<file path="src/rtl/ps2_pkg.sv">
// ps2_pkg: shared receiver state type and PS/2 prefix constants
package ps2_pkg;
  typedef enum logic [1:0] {IDLE, DATA, PARITY, STOP} rx_state_t;
  localparam logic [7:0] PS2_EXT = 8'hE0;
  localparam logic [7:0] PS2_BRK = 8'hF0;
  localparam logic [7:0] KC_BRK_HI = 8'hF0;
endpackage

</file>
<file path="src/rtl/ps2_clk_filter.sv">
// ps2_clk_filter: synchronises both PS/2 pins, glitch-filters the clock and flags its falling edges
module ps2_clk_filter #(
  parameter int FILTER_LEN = 8
) (
  input  logic clk,
  input  logic rst,
  input  logic ps2_clk,
  input  logic ps2_data,
  output logic fall_evt,
  output logic data_s
);
  logic [1:0] csync, dsync;
  logic [FILTER_LEN-1:0] taps;
  logic filt;
  always_ff @(posedge clk or posedge rst) begin
    if (rst) begin
      csync <= '1;
      dsync <= '1;
      taps  <= '1;
      filt  <= 1'b1;
    end else begin
      csync <= {csync[0], ps2_clk};
      dsync <= {dsync[0], ps2_data};
      taps  <= {taps[FILTER_LEN-2:0], csync[1]};
      filt  <= &taps ? 1'b1 : ~|taps ? 1'b0 : filt;
    end
  end
  assign fall_evt = filt & ~|taps;
  assign data_s = dsync[1];
endmodule

</file>
<file path="src/rtl/ps2_frame_rx.sv">
// ps2_frame_rx: PS/2 device-to-host frame receiver folding E0/F0 prefixes into 16-bit keycodes
module ps2_frame_rx
  import ps2_pkg::*;
#(
  parameter int FILTER_LEN = 8,
  parameter int TIMEOUT_CYCLES = 200000
) (
  input  logic        clk,
  input  logic        rst,
  input  logic        ps2_clk,
  input  logic        ps2_data,
  output logic [15:0] keycode,
  output logic        extended,
  output logic        key_valid,
  output logic        frame_err
);
  localparam int TW = $clog2(TIMEOUT_CYCLES);
  rx_state_t state, state_n;
  logic fall_evt, data_s, good;
  logic [2:0] bit_cnt, bit_n;
  logic [7:0] sh, sh_n;
  logic par, par_n, ext_flag, ext_n, brk_flag, brk_n, ex_n, kv_n, fe_n;
  logic [15:0] kc_n;
  logic [TW-1:0] to_cnt, to_n;
  ps2_clk_filter #(.FILTER_LEN(FILTER_LEN)) u_filt (
    .clk(clk), .rst(rst), .ps2_clk(ps2_clk), .ps2_data(ps2_data),
    .fall_evt(fall_evt), .data_s(data_s)
  );
  assign good = data_s & ^{sh, par};
  always_comb begin
    state_n = state;
    bit_n = bit_cnt;
    sh_n = sh;
    par_n = par;
    ext_n = ext_flag;
    brk_n = brk_flag;
    kc_n = keycode;
    ex_n = extended;
    kv_n = 1'b0;
    fe_n = 1'b0;
    to_n = (state == IDLE || fall_evt) ? '0 : to_cnt + 1'b1;
    if (fall_evt) begin
      case (state)
        IDLE: begin
          state_n = data_s ? IDLE : DATA;
          bit_n = '0;
        end
        DATA: begin
          sh_n = {data_s, sh[7:1]};
          bit_n = bit_cnt + 1'b1;
          state_n = (bit_cnt == 3'd7) ? PARITY : DATA;
        end
        PARITY: begin
          par_n = data_s;
          state_n = STOP;
        end
        default: begin
          state_n = IDLE;
          if (!good) begin
            fe_n = 1'b1;
            ext_n = 1'b0;
            brk_n = 1'b0;
          end else if (sh == PS2_EXT) begin
            ext_n = 1'b1;
          end else if (sh == PS2_BRK) begin
            brk_n = 1'b1;
          end else begin
            kc_n = {brk_flag ? KC_BRK_HI : 8'h00, sh};
            ex_n = ext_flag;
            kv_n = 1'b1;
            ext_n = 1'b0;
            brk_n = 1'b0;
          end
        end
      endcase
    end else if (state != IDLE && to_cnt == TW'(TIMEOUT_CYCLES - 1)) begin
      state_n = IDLE;
      ext_n = 1'b0;
      brk_n = 1'b0;
      fe_n = 1'b1;
    end
  end
  always_ff @(posedge clk or posedge rst) begin
    if (rst) begin
      state <= IDLE;
      bit_cnt <= '0;
      sh <= '0;
      par <= 1'b0;
      ext_flag <= 1'b0;
      brk_flag <= 1'b0;
      keycode <= '0;
      extended <= 1'b0;
      key_valid <= 1'b0;
      frame_err <= 1'b0;
      to_cnt <= '0;
    end else begin
      state <= state_n;
      bit_cnt <= bit_n;
      sh <= sh_n;
      par <= par_n;
      ext_flag <= ext_n;
      brk_flag <= brk_n;
      keycode <= kc_n;
      extended <= ex_n;
      key_valid <= kv_n;
      frame_err <= fe_n;
      to_cnt <= to_n;
    end
  end
endmodule
</file>
<file path="config.mk">
export PLATFORM = sky130hd
export DESIGN_NAME = ps2_frame_rx
export DESIGN_NICKNAME = d
export VERILOG_FILES = /design/src/rtl/ps2_pkg.sv /design/src/rtl/ps2_clk_filter.sv /design/src/rtl/ps2_frame_rx.sv
export SDC_FILE = /design/constraint.sdc
export NUM_CORES = 1
export LEC_CHECK = 0
export BUFFER_PORTS_ARGS = -buffer_cell sky130_fd_sc_hd__buf_2
export CORE_MARGIN = 2
export CORE_UTILIZATION = 35
export DETAILED_ROUTE_END_ITERATION = 10
export SLEW_MARGIN = 20
export SYNTH_ARGS = -nofsm -noshare
export SYNTH_HDL_FRONTEND = slang
export SYNTH_HIERARCHICAL = 1
export SYNTH_SLANG_ARGS = --single-unit
</file>
<file path="constraint.sdc">
create_clock -name clk -period 2.9 [get_ports clk]
set_input_delay 0.58 -clock clk [delete_from_list [all_inputs] [get_ports clk]]
set_output_delay 0.58 -clock clk [all_outputs]
set_load 0.02 [all_outputs]
</file>
==> flow_metrics.env <==
export IMPL_row_count=31
export IMPL_synth_warnings=6
export IMPL_drive_gt1_share_pct=29.1
export IMPL_grt_pass1_wl_mm=7.28
export IMPL_synth_cells=218
export IMPL_use_met1_pct=14.7
export IMPL_max_slew_margin_pct=37.4
export IMPL_syn_avg_cell_area_um2=11.9
export IMPL_use_met2_pct=16.5
export IMPL_die_area_um2=8120
export IMPL_layout_nets=246
export IMPL_met3_usage_pct=5.03
export IMPL_grt_pass1_vias=1558
export IMPL_cp_slowest_cell="xnor3_1"
export IMPL_arrival_ns=2.38
export IMPL_grt_max_degree=47
export IMPL_fin_area_um2=2960
export IMPL_num_io_pins=23
export IMPL_ant_nets=0
export IMPL_cts_resized=0
export IMPL_final_period_utilization_pct=74.5
export IMPL_slew_violations=0
export IMPL_fin_skew_ns=0.00701
export IMPL_setup_viol=0
export IMPL_grtUsageTotal_pct=11.5
export IMPL_yosys_area_share_simple_pct=14.9
export IMPL_coreArea_um2=7210
export IMPL_antenna_found_initial=0
export IMPL_worstSetupPathType="flop to flop"
export IMPL_register_area_um2=1490
export IMPL_path_max_fanout=11
export IMPL_first_pass_iters=4
export IMPL_grt_setup_unrepaired="no"
export IMPL_synthTopCellsByArea="dfrtp_1, dfstp_2, mux2_4"
export IMPL_dp_hpwl_mm=2.81
export IMPL_fp_dieH_um=90.1
export IMPL_dieWidth_um=90.1
export IMPL_dr_total_vias=1589
export IMPL_gr_total_overflow=0
export IMPL_critPathMaxStageDelay_ns=0.43
export IMPL_ys_types=36
export IMPL_gp_congestion=0.766
export IMPL_cts_tree="done"
export IMPL_cts_buffers_inserted=9
export IMPL_wl_per_cell_um=12.2
export IMPL_final_common_cell="dfrtp_1"
export IMPL_synth_top_family_by_area="simple AND/OR/NAND/NOR gates"
export IMPL_numPortBuffers=18
export IMPL_cts_htree_levels=3
export IMPL_initial_core_util_pct=36.0
export IMPL_fillers=711
export IMPL_vias_per_cell=4.63
export IMPL_tns_ns=0
export IMPL_async_flop_share_pct=100
export IMPL_cp_end_kind="flop"
export IMPL_final_util_pct=41.0
export IMPL_synth_compound_area_share_pct=4.58
export IMPL_clk_latency_ns=0.33
export IMPL_max_cap_viol_count=0
export IMPL_synth_mux_area_share_pct=8.24
export IMPL_clk_pin_slew_ns=0.06
export IMPL_routed_wl_mm=4.17
export IMPL_synth_xor_xnor_area_share_pct=8.29
export IMPL_p_per_area_nw_per_um2=566
export IMPL_cts_root_buffer="clkbuf_8"
export IMPL_synth_seq_cells=59
export IMPL_synth_top_area_share_pct=44.3
export IMPL_max_freq_mhz=463
export IMPL_most_common_layout_cells="dfrtp_1, nor2_1, buf_2"
export IMPL_drcViolationCount=0
export IMPL_area_delta_synth_final_pct=13.9
export IMPL_crit_chain="xnor2_1 -> xnor3_1 -> xnor2_1 -> and4_4 -> mux2_2"
export IMPL_whs_path_depth=1
export IMPL_peakVddDrop_uv=288
export IMPL_p_leak_nw=1.33
export IMPL_place_area_um2=2730
export IMPL_hold_violations=0
export IMPL_crit_required_ns=3.12
export IMPL_drtIter0Drc=48
export IMPL_post_cts_buffers=0
export IMPL_synthAdderAreaFrac_pct=1.45
export IMPL_antenna_cells=0
export IMPL_cts_sinks=59
export IMPL_busiest_layer="met2"
export IMPL_ff2ff_path_depth=5
export IMPL_netlist_area_um2=2600
export IMPL_synth_largest_area_cell="dfrtp_1"
export IMPL_start_kind="flop"
export IMPL_synth_edf_count=0
export IMPL_cts_hold_buf=0
export IMPL_crit_top_cell="xnor2_1"
export IMPL_hold_path_class="primary input to flop"
export IMPL_clockBufferDepth=2
export IMPL_multi_input_area_um2=987
export IMPL_period_minus_slack_ns=2.16
export IMPL_ys_seq_area_share_pct=57.5
export IMPL_worst_pin_slew_ns=0.938
export IMPL_synth_main_ff_cell="dfrtp_1"
export IMPL_status="complete, no violations"
-- report_power, final --
group	internal, mW	switching [mW]	total, mW	leakage [nW]
clock network	0.487	0.312	0.799	0.118
registers	0.842	0.00797	0.850	0.780
logic	0.00420	0.0225	0.0267	0.437
total	1.33	0.342	1.68	1.33
-- kinds of logic after synthesis --
kind of cell               Yosys count
AOI/OAI and AO/OA                   21
xor gates and xnor gates            23
adders and majority gates            3
buffers and inverters               20
DFF                                 59
muxes                               16
other                                1
and+or+nand+nor                     75
-- final cells by class --
cell class / count / area share, %
repair buffers: 19 / 3.30
flip-flops and latches: 59 / 50.5
multi-input cells: 142 / 33.4
well taps: 99 / 4.19
clock inverters: 2 / 0.338
inverters: 8 / 1.02
clock buffers: 14 / 7.32
-- sequential cells by signal, summed over array words and instances, names as in the netlist --
| register | count |
|---|---|
| state | 2 |
| u_filt/filt | 1 |
| frame_err | 1 |
| bit_cnt | 3 |
| brk_flag | 1 |
| u_filt/csync | 2 |
| keycode | 9 |
| par | 1 |
| ext_flag | 1 |
| u_filt/dsync | 2 |
| u_filt/taps | 8 |
| key_valid | 1 |
| to_cnt | 18 |
| extended | 1 |
| sh | 8 |
-- critical path, delay by kind of cell (launching register included) --
kind | cells | cell delay, ns
and+or+nand+nor | 1 | 0.40
muxes | 1 | 0.35
xor gates and xnor gates | 3 | 0.86
DFF | 1 | 0.42
-- synth_stat cells (all sizes together) (2+ instances only) --
library cell  instances
nor4                  5
buf                   8
nand3                 9
mux2                 16
xor2                 10
and4                  2
o21ai                12
ha                    3
dfrtp                46
a31oi                 3
and3                  5
nand2                15
inv                   8
a21oi                 3
nor2                 26
xnor2                12
dfstp                13
clkbuf                4
nand4                 7
-- stage by stage --
stage	hold WS [ns]	power [mW]	worst slack, ns	cells
finish	0.341	1.68	0.739	343
global route	0.309	1.75	0.626	343
CTS	0.311	1.71	0.720	343
detailed placement	0.347	0.893	0.737	327
global placement	0.347	0.892	0.789	327
floorplan	0.345	0.887	0.899	221
-- per-layer routing --
metal / vias up / routed length [um]
met5: - / 0
li1: 776 / -
met1: 777 / 2070
met2: 29 / 1830
met3: 7 / 187
met4: 0 / 81
-- final timing paths --
check,startpoint,to,slack (ns)
setup reg to reg,sh[7],keycode[14],0.74
setup / recovery,sh[7],keycode[14],0.74
hold / removal,ps2_data,u_filt/dsync[0],0.34
max in group asynchronous,rst,sh[1],1.85
hold reg to reg,u_filt/csync[0],u_filt/csync[1],0.35
min in group asynchronous,rst,to_cnt[2],0.46
No activity file was read; power rests on OpenSTA's default activity.
